`config.mk`:
```
export PLATFORM = sky130hd
export DESIGN_NAME = pipo_rr_load_sequencer
export DESIGN_NICKNAME = d
export VERILOG_FILES = /design/src/rtl/pipo_rr_load_sequencer.sv
export SDC_FILE = /design/constraint.sdc
export NUM_CORES = 1
export LEC_CHECK = 0
export ABC_CLOCK_PERIOD_IN_PS = 4430
export CAP_MARGIN = 20
export CORE_MARGIN = 2
export CORE_UTILIZATION = 40
export CTS_BUF_LIST = sky130_fd_sc_hd__clkbuf_8
export CTS_CLUSTER_DIAMETER = 50
export DETAILED_ROUTE_END_ITERATION = 7
export HOLD_SLACK_MARGIN = 0.1
export PLACE_DENSITY = 0.75
export SYNTH_ARGS = -nofsm -noshare
export SYNTH_HDL_FRONTEND = slang
export SYNTH_SLANG_ARGS = --single-unit
```
`constraint.sdc`:
```
create_clock -name clk -period 4.43 [get_ports clk]
set_input_delay 0.6645 -clock clk [delete_from_list [all_inputs] [get_ports clk]]
set_output_delay 0.6645 -clock clk [all_outputs]
set_load 0.05 [all_outputs]
```
`src/rtl/pipo_rr_load_sequencer.sv`:
```
// rtl/pipo_rr_load_sequencer.sv - round-robin sequencer loading a shared PIPO register
module pipo_rr_load_sequencer #(
    parameter int NREQ        = 4,
    parameter int WIDTH       = 4,
    parameter int HOLD_CYCLES = 2,
    localparam int PW         = $clog2(NREQ)
) (
    input  logic                    clk,
    input  logic                    reset,
    input  logic [NREQ-1:0]         req_i,
    input  logic [NREQ*WIDTH-1:0]   data_in_i,
    output logic [NREQ-1:0]         gnt_o,
    output logic                    load_en_o,
    output logic [WIDTH-1:0]        load_data_o,
    output logic [PW-1:0]           owner_o,
    output logic                    busy_o
);

    // Hold counter sized for 0..HOLD_CYCLES-1; kept at one bit when HOLD is unused.
    localparam int CW      = (HOLD_CYCLES > 1) ? $clog2(HOLD_CYCLES) : 1;
    localparam int HC_LAST = (HOLD_CYCLES > 0) ? HOLD_CYCLES - 1 : 0;

    typedef enum logic [1:0] {
        ST_IDLE = 2'd0,
        ST_LOAD = 2'd1,
        ST_HOLD = 2'd2
    } state_t;

    state_t             state_q, state_d;
    logic [CW-1:0]      cnt_q, cnt_d;
    logic [PW-1:0]      ptr_q, ptr_d;
    logic [NREQ-1:0]    gnt_q, gnt_d;
    logic               load_en_q, load_en_d;
    logic [WIDTH-1:0]   load_data_q, load_data_d;
    logic [PW-1:0]      owner_q, owner_d;
    logic               busy_q, busy_d;

    logic               win_found;
    logic [PW-1:0]      win_idx;
    logic [PW-1:0]      cand;

    // Round-robin pick: first asserted request scanning from the pointer upward, wrapping.
    always_comb begin
        win_found = 1'b0;
        win_idx   = '0;
        cand      = '0;
        for (int off = 0; off < NREQ; off++) begin
            cand = PW'((int'(ptr_q) + off) % NREQ);
            if (!win_found && req_i[cand]) begin
                win_found = 1'b1;
                win_idx   = cand;
            end
        end
    end

    // State and hold counter register.
    always_ff @(posedge clk or posedge reset) begin
        if (reset) begin
            state_q <= ST_IDLE;
            cnt_q   <= '0;
        end else begin
            state_q <= state_d;
            cnt_q   <= cnt_d;
        end
    end

    // Next state: IDLE waits for a request, LOAD lasts one cycle, HOLD counts out the guard time.
    always_comb begin
        state_d = state_q;
        cnt_d   = cnt_q;
        case (state_q)
            ST_IDLE: begin
                if (|req_i) begin
                    state_d = ST_LOAD;
                end
            end
            ST_LOAD: begin
                cnt_d   = '0;
                state_d = (HOLD_CYCLES > 0) ? ST_HOLD : ST_IDLE;
            end
            ST_HOLD: begin
                if (cnt_q == CW'(HC_LAST)) begin
                    state_d = ST_IDLE;
                end else begin
                    cnt_d = cnt_q + CW'(1);
                end
            end
            default: state_d = ST_IDLE;
        endcase
    end

    // Output next-values: grant, enable and data are prepared on the IDLE->LOAD edge so
    // every output comes straight from a flop; the pointer advances as LOAD closes.
    always_comb begin
        gnt_d       = '0;
        load_en_d   = 1'b0;
        load_data_d = load_data_q;
        owner_d     = owner_q;
        ptr_d       = ptr_q;
        busy_d      = (state_d != ST_IDLE);
        if (state_q == ST_IDLE && win_found) begin
            gnt_d[win_idx] = 1'b1;
            load_en_d      = 1'b1;
            load_data_d    = data_in_i[int'(win_idx)*WIDTH +: WIDTH];
            owner_d        = win_idx;
        end
        if (state_q == ST_LOAD) begin
            ptr_d = (owner_q == PW'(NREQ - 1)) ? '0 : owner_q + PW'(1);
        end
    end

    // Output and priority pointer registers.
    always_ff @(posedge clk or posedge reset) begin
        if (reset) begin
            gnt_q       <= '0;
            load_en_q   <= 1'b0;
            load_data_q <= '0;
            owner_q     <= '0;
            busy_q      <= 1'b0;
            ptr_q       <= '0;
        end else begin
            gnt_q       <= gnt_d;
            load_en_q   <= load_en_d;
            load_data_q <= load_data_d;
            owner_q     <= owner_d;
            busy_q      <= busy_d;
            ptr_q       <= ptr_d;
        end
    end

    assign gnt_o       = gnt_q;
    assign load_en_o   = load_en_q;
    assign load_data_o = load_data_q;
    assign owner_o     = owner_q;
    assign busy_o      = busy_q;

endmodule

```
==> results.py <==
metrics = {
    "status": {
        "outcome": "completed",
    },
    "cts": {
        "cts_tree": "built",
        "cts_root_buffer": "clkbuf_8",
        "insertion_delay_ns": 0.25,
        "cts_resized": 0,
        "cts_setup_buffers": 0,
        "cts.sinks": 17,
        "numCtsBuffers": 3,
        "clkTransAtPathRegs_ns": 0.06,
        "cts_max_level": 1,
        "cts.path.max_buffers": 2,
        "hold_buffers": 0,
    },
    "die": {
        "num_rows": 17,
        "die_x_um": 52.08,
        "start_util": 0.4220,
        "io_pins": 34,
        "dieArea_sq_mm": 0.002712,
        "coreArea_sq_mm": 0.002191,
        "chipHeight_um": 52.08,
    },
    "setup_path": {
        "path_max_fanout": 10,
        "path_cells": "clkdlybuf4s50_1, nor4_1, nand2b_1, a211oi_1, or2_2",
        "rrSetupSlack_ns": 2.65,
        "end_kind": "flip-flop",
        "path_class": "in2reg",
        "rr_startpoint": "ptr_q[1]$_DFFE_PP0N_",
        "worstRegToRegCells": 5,
        "arrival_ns": 2.47,
        "required_ns": 4.56,
        "max_stage_delay_ns": 0.48,
        "worstReg2RegEnd": "load_data_o[1]$_DFFE_PP0P_",
        "setup.worst_path.start_class": "input port",
        "cpMaxStageDelayCell": "clkdlybuf4s50_1",
    },
    "power_and_ir_drop": {
        "p_leak_nw": 0.5905,
        "peakVddDrop_v": 0.0003152,
        "finalPower_mw": 0.9682,
        "powerDensity_mw_per_mm2": 728.0,
    },
    "logic_synthesis": {
        "ys_types": 28,
        "synth_top_area_frac": 0.4601,
        "synth_enable_flop_cells": 0,
        "synth_most_common_cell": "dfrtp_1",
        "synth_commonest_cells": "17 x dfrtp_1, 10 x nor2_1, 6 x inv_1",
        "synth-main-ff-cell": "dfrtp_1",
        "syn_inst": 86,
        "synth_area_sq_um": 924.6,
        "synth_seq_cells": 17,
        "synth_area_per_cell_sq_um": 10.75,
        "yosysTopAreaCell": "dfrtp_1",
        "ys_async_sr_fraction": 1.000,
        "yosysWarnings": 0,
        "syn-num-nets": 113,
        "ys_top_cells_by_area": "dfrtp_1 46%, ha_1 6.8%, a2111oi_2 6.5%, mux2i_1 5.4%, a211oi_1 4.1%",
        "synth.yosys.seq_area_share": 0.4601,
    },
    "timing": {
        "worst_slew_margin_rel": 0.5735,
        "finClkSkew_ns": 0.003386,
        "slew_viol_final": 0,
        "fin_ws_ns": 2.097,
        "timing.hold.ws_ns": 0.5158,
        "tightest_slew_ns": 0.6391,
        "hold_viol_final": 0,
        "setup_tns_ns": 0,
        "finalCriticalPeriod_ns": 2.333,
        "setup_viol": 0,
        "fmax_mhz": 428.6,
        "rsz0062_at_grt": "no",
        "min_period_over_period": 0.5267,
    },
    "placement": {
        "post-dp-hpwl_mm": 1.683,
        "pre_cts_ws_ns": 1.852,
        "io_buffers": 33,
        "gp_congestion": 0.7563,
        "placed_area_sq_mm": 0.001285,
    },
    "cells_and_area": {
        "finalNetCount": 150,
        "multi_input_area_sq_um": 471.7,
        "area_growth_pct": 43.84,
        "fin_area_sq_mm": 0.001330,
        "fill_cells": 189,
        "ff_latch_area_sq_um": 425.4,
        "antenna_cells": 0,
        "drive_above_1_share": 0.1393,
    },
    "detailed_routing": {
        "vias": 770,
        "routed_via_density": 5.133,
        "drtIter0Drc": 10,
        "wl_per_cell_um": 13.85,
        "ant_nets": 0,
        "drc": 0,
        "drt_first_pass_iters": 4,
        "wirelength_mm": 2.078,
    },
    "job": {
        "maxCapViolations": 0,
    },
    "global_routing": {
        "antenna_found_initial": 0,
        "grt-ovfl-total": 0,
        "grt_max_degree": 18,
        "grt.total_usage": 0.1872,
        "grt_pass1_wl_mm": 3.629,
        "grt_pass1_vias": 792,
    },
    "worst_hold_path": {
        "min_to": "cnt_q$_DFFE_PP0P_",
        "min_path_cells": 1,
        "hp-start": "cnt_q$_DFFE_PP0P_",
        "hp-class": "reg2reg",
    },
}
==> how the worst max path moves through the flow <==
stage                   from                          to  slack, ns  cells past startpoint
floorplan           req_i[2]  load_data_o[0]$_DFFE_PP0P_       2.58                      5
global placement    req_i[2]  load_data_o[2]$_DFFE_PP0P_       1.92                      6
detailed placement  req_i[0]            busy_o$_DFF_PP0_       1.85                      5
CTS                 req_i[0]            busy_o$_DFF_PP0_       2.10                      5
global route        req_i[1]  load_data_o[0]$_DFFE_PP0P_       1.90                      5
finish              req_i[0]            busy_o$_DFF_PP0_       2.10                      5
==> metal layers <==
metal | global-route usage | up-vias | routed length, um
met2 | 0.2996 | 18 | 1053
met4 | 0.1140 | 0 | 45
met1 | 0.2409 | 365 | 913
met3 | 0.02011 | 4 | 65
li1 | - | 383 | -
met5 | 0 | - | 0
==> power breakdown <==
group | internal (mW) | switching (mW) | leakage, nW
Combinational | 0.223 | 0.365 | 0.354
Sequential | 0.227 | 0.0424 | 0.209
Clock | 0.0614 | 0.0502 | 0.0269
Total | 0.511 | 0.458 | 0.590
==> logic make-up (layout without fill, tap and decap cells) <==
group,Yosys count,count (layout),synth area share
AND/OR/NAND/NOR,24,24,0.1259
adder cells (fa/ha/maj),5,5,0.06766
flip-flops,17,17,0.4601
AO/OA/AOI/OAI,26,26,0.2382
buffers and inverters,7,43,0.02976
multiplexers,7,7,0.07848
==> metrics by stage <==
step           instances    util
5_1_grt              150  0.6071
3_3_place_gp         146  0.5865
6_report             150  0.6071
4_1_cts              150  0.6071
3_5_place_dp         146  0.5865
2_1_floorplan         86       -
==> layout by cell type (no fill, tap or decap), drive strengths merged, types with 2 or more instances in the layout <==
cell type / n
clkdlybuf4s50: 33
dfrtp: 17
nor2: 10
inv: 7
nand2: 6
mux2i: 5
a21boi: 5
a211oi: 5
ha: 5
a2111oi: 4
a21oi: 3
clkbuf: 3
o22a: 2
o21ai: 2
mux2: 2
a21o: 2
==> layout make-up <==
class / instances / share of cell area
multi-input combinational: 62 / 0.3547
clock inverter: 1 / 0.002822
clock buffer: 3 / 0.03104
timing repair buffer: 33 / 0.2484
inverter: 6 / 0.01693
sequential: 17 / 0.3198
tap: 28 / 0.02634
==> state kept, by name, summed over array words and instances, names as in the netlist <==
signal       count
busy_o           1
cnt_q            1
gnt_o            4
load_data_o      4
load_en_o        1
owner_o          2
ptr_q            2
state_q          2
==> worst max-delay path: cells and delay by family <==
kind / cells / cell delay (ns)
buffers and inverters: 1 / 0.48
AND/OR/NAND/NOR: 3 / 1.15
AO/OA/AOI/OAI: 1 / 0.18
No activity file was read; power rests on OpenSTA's default activity.
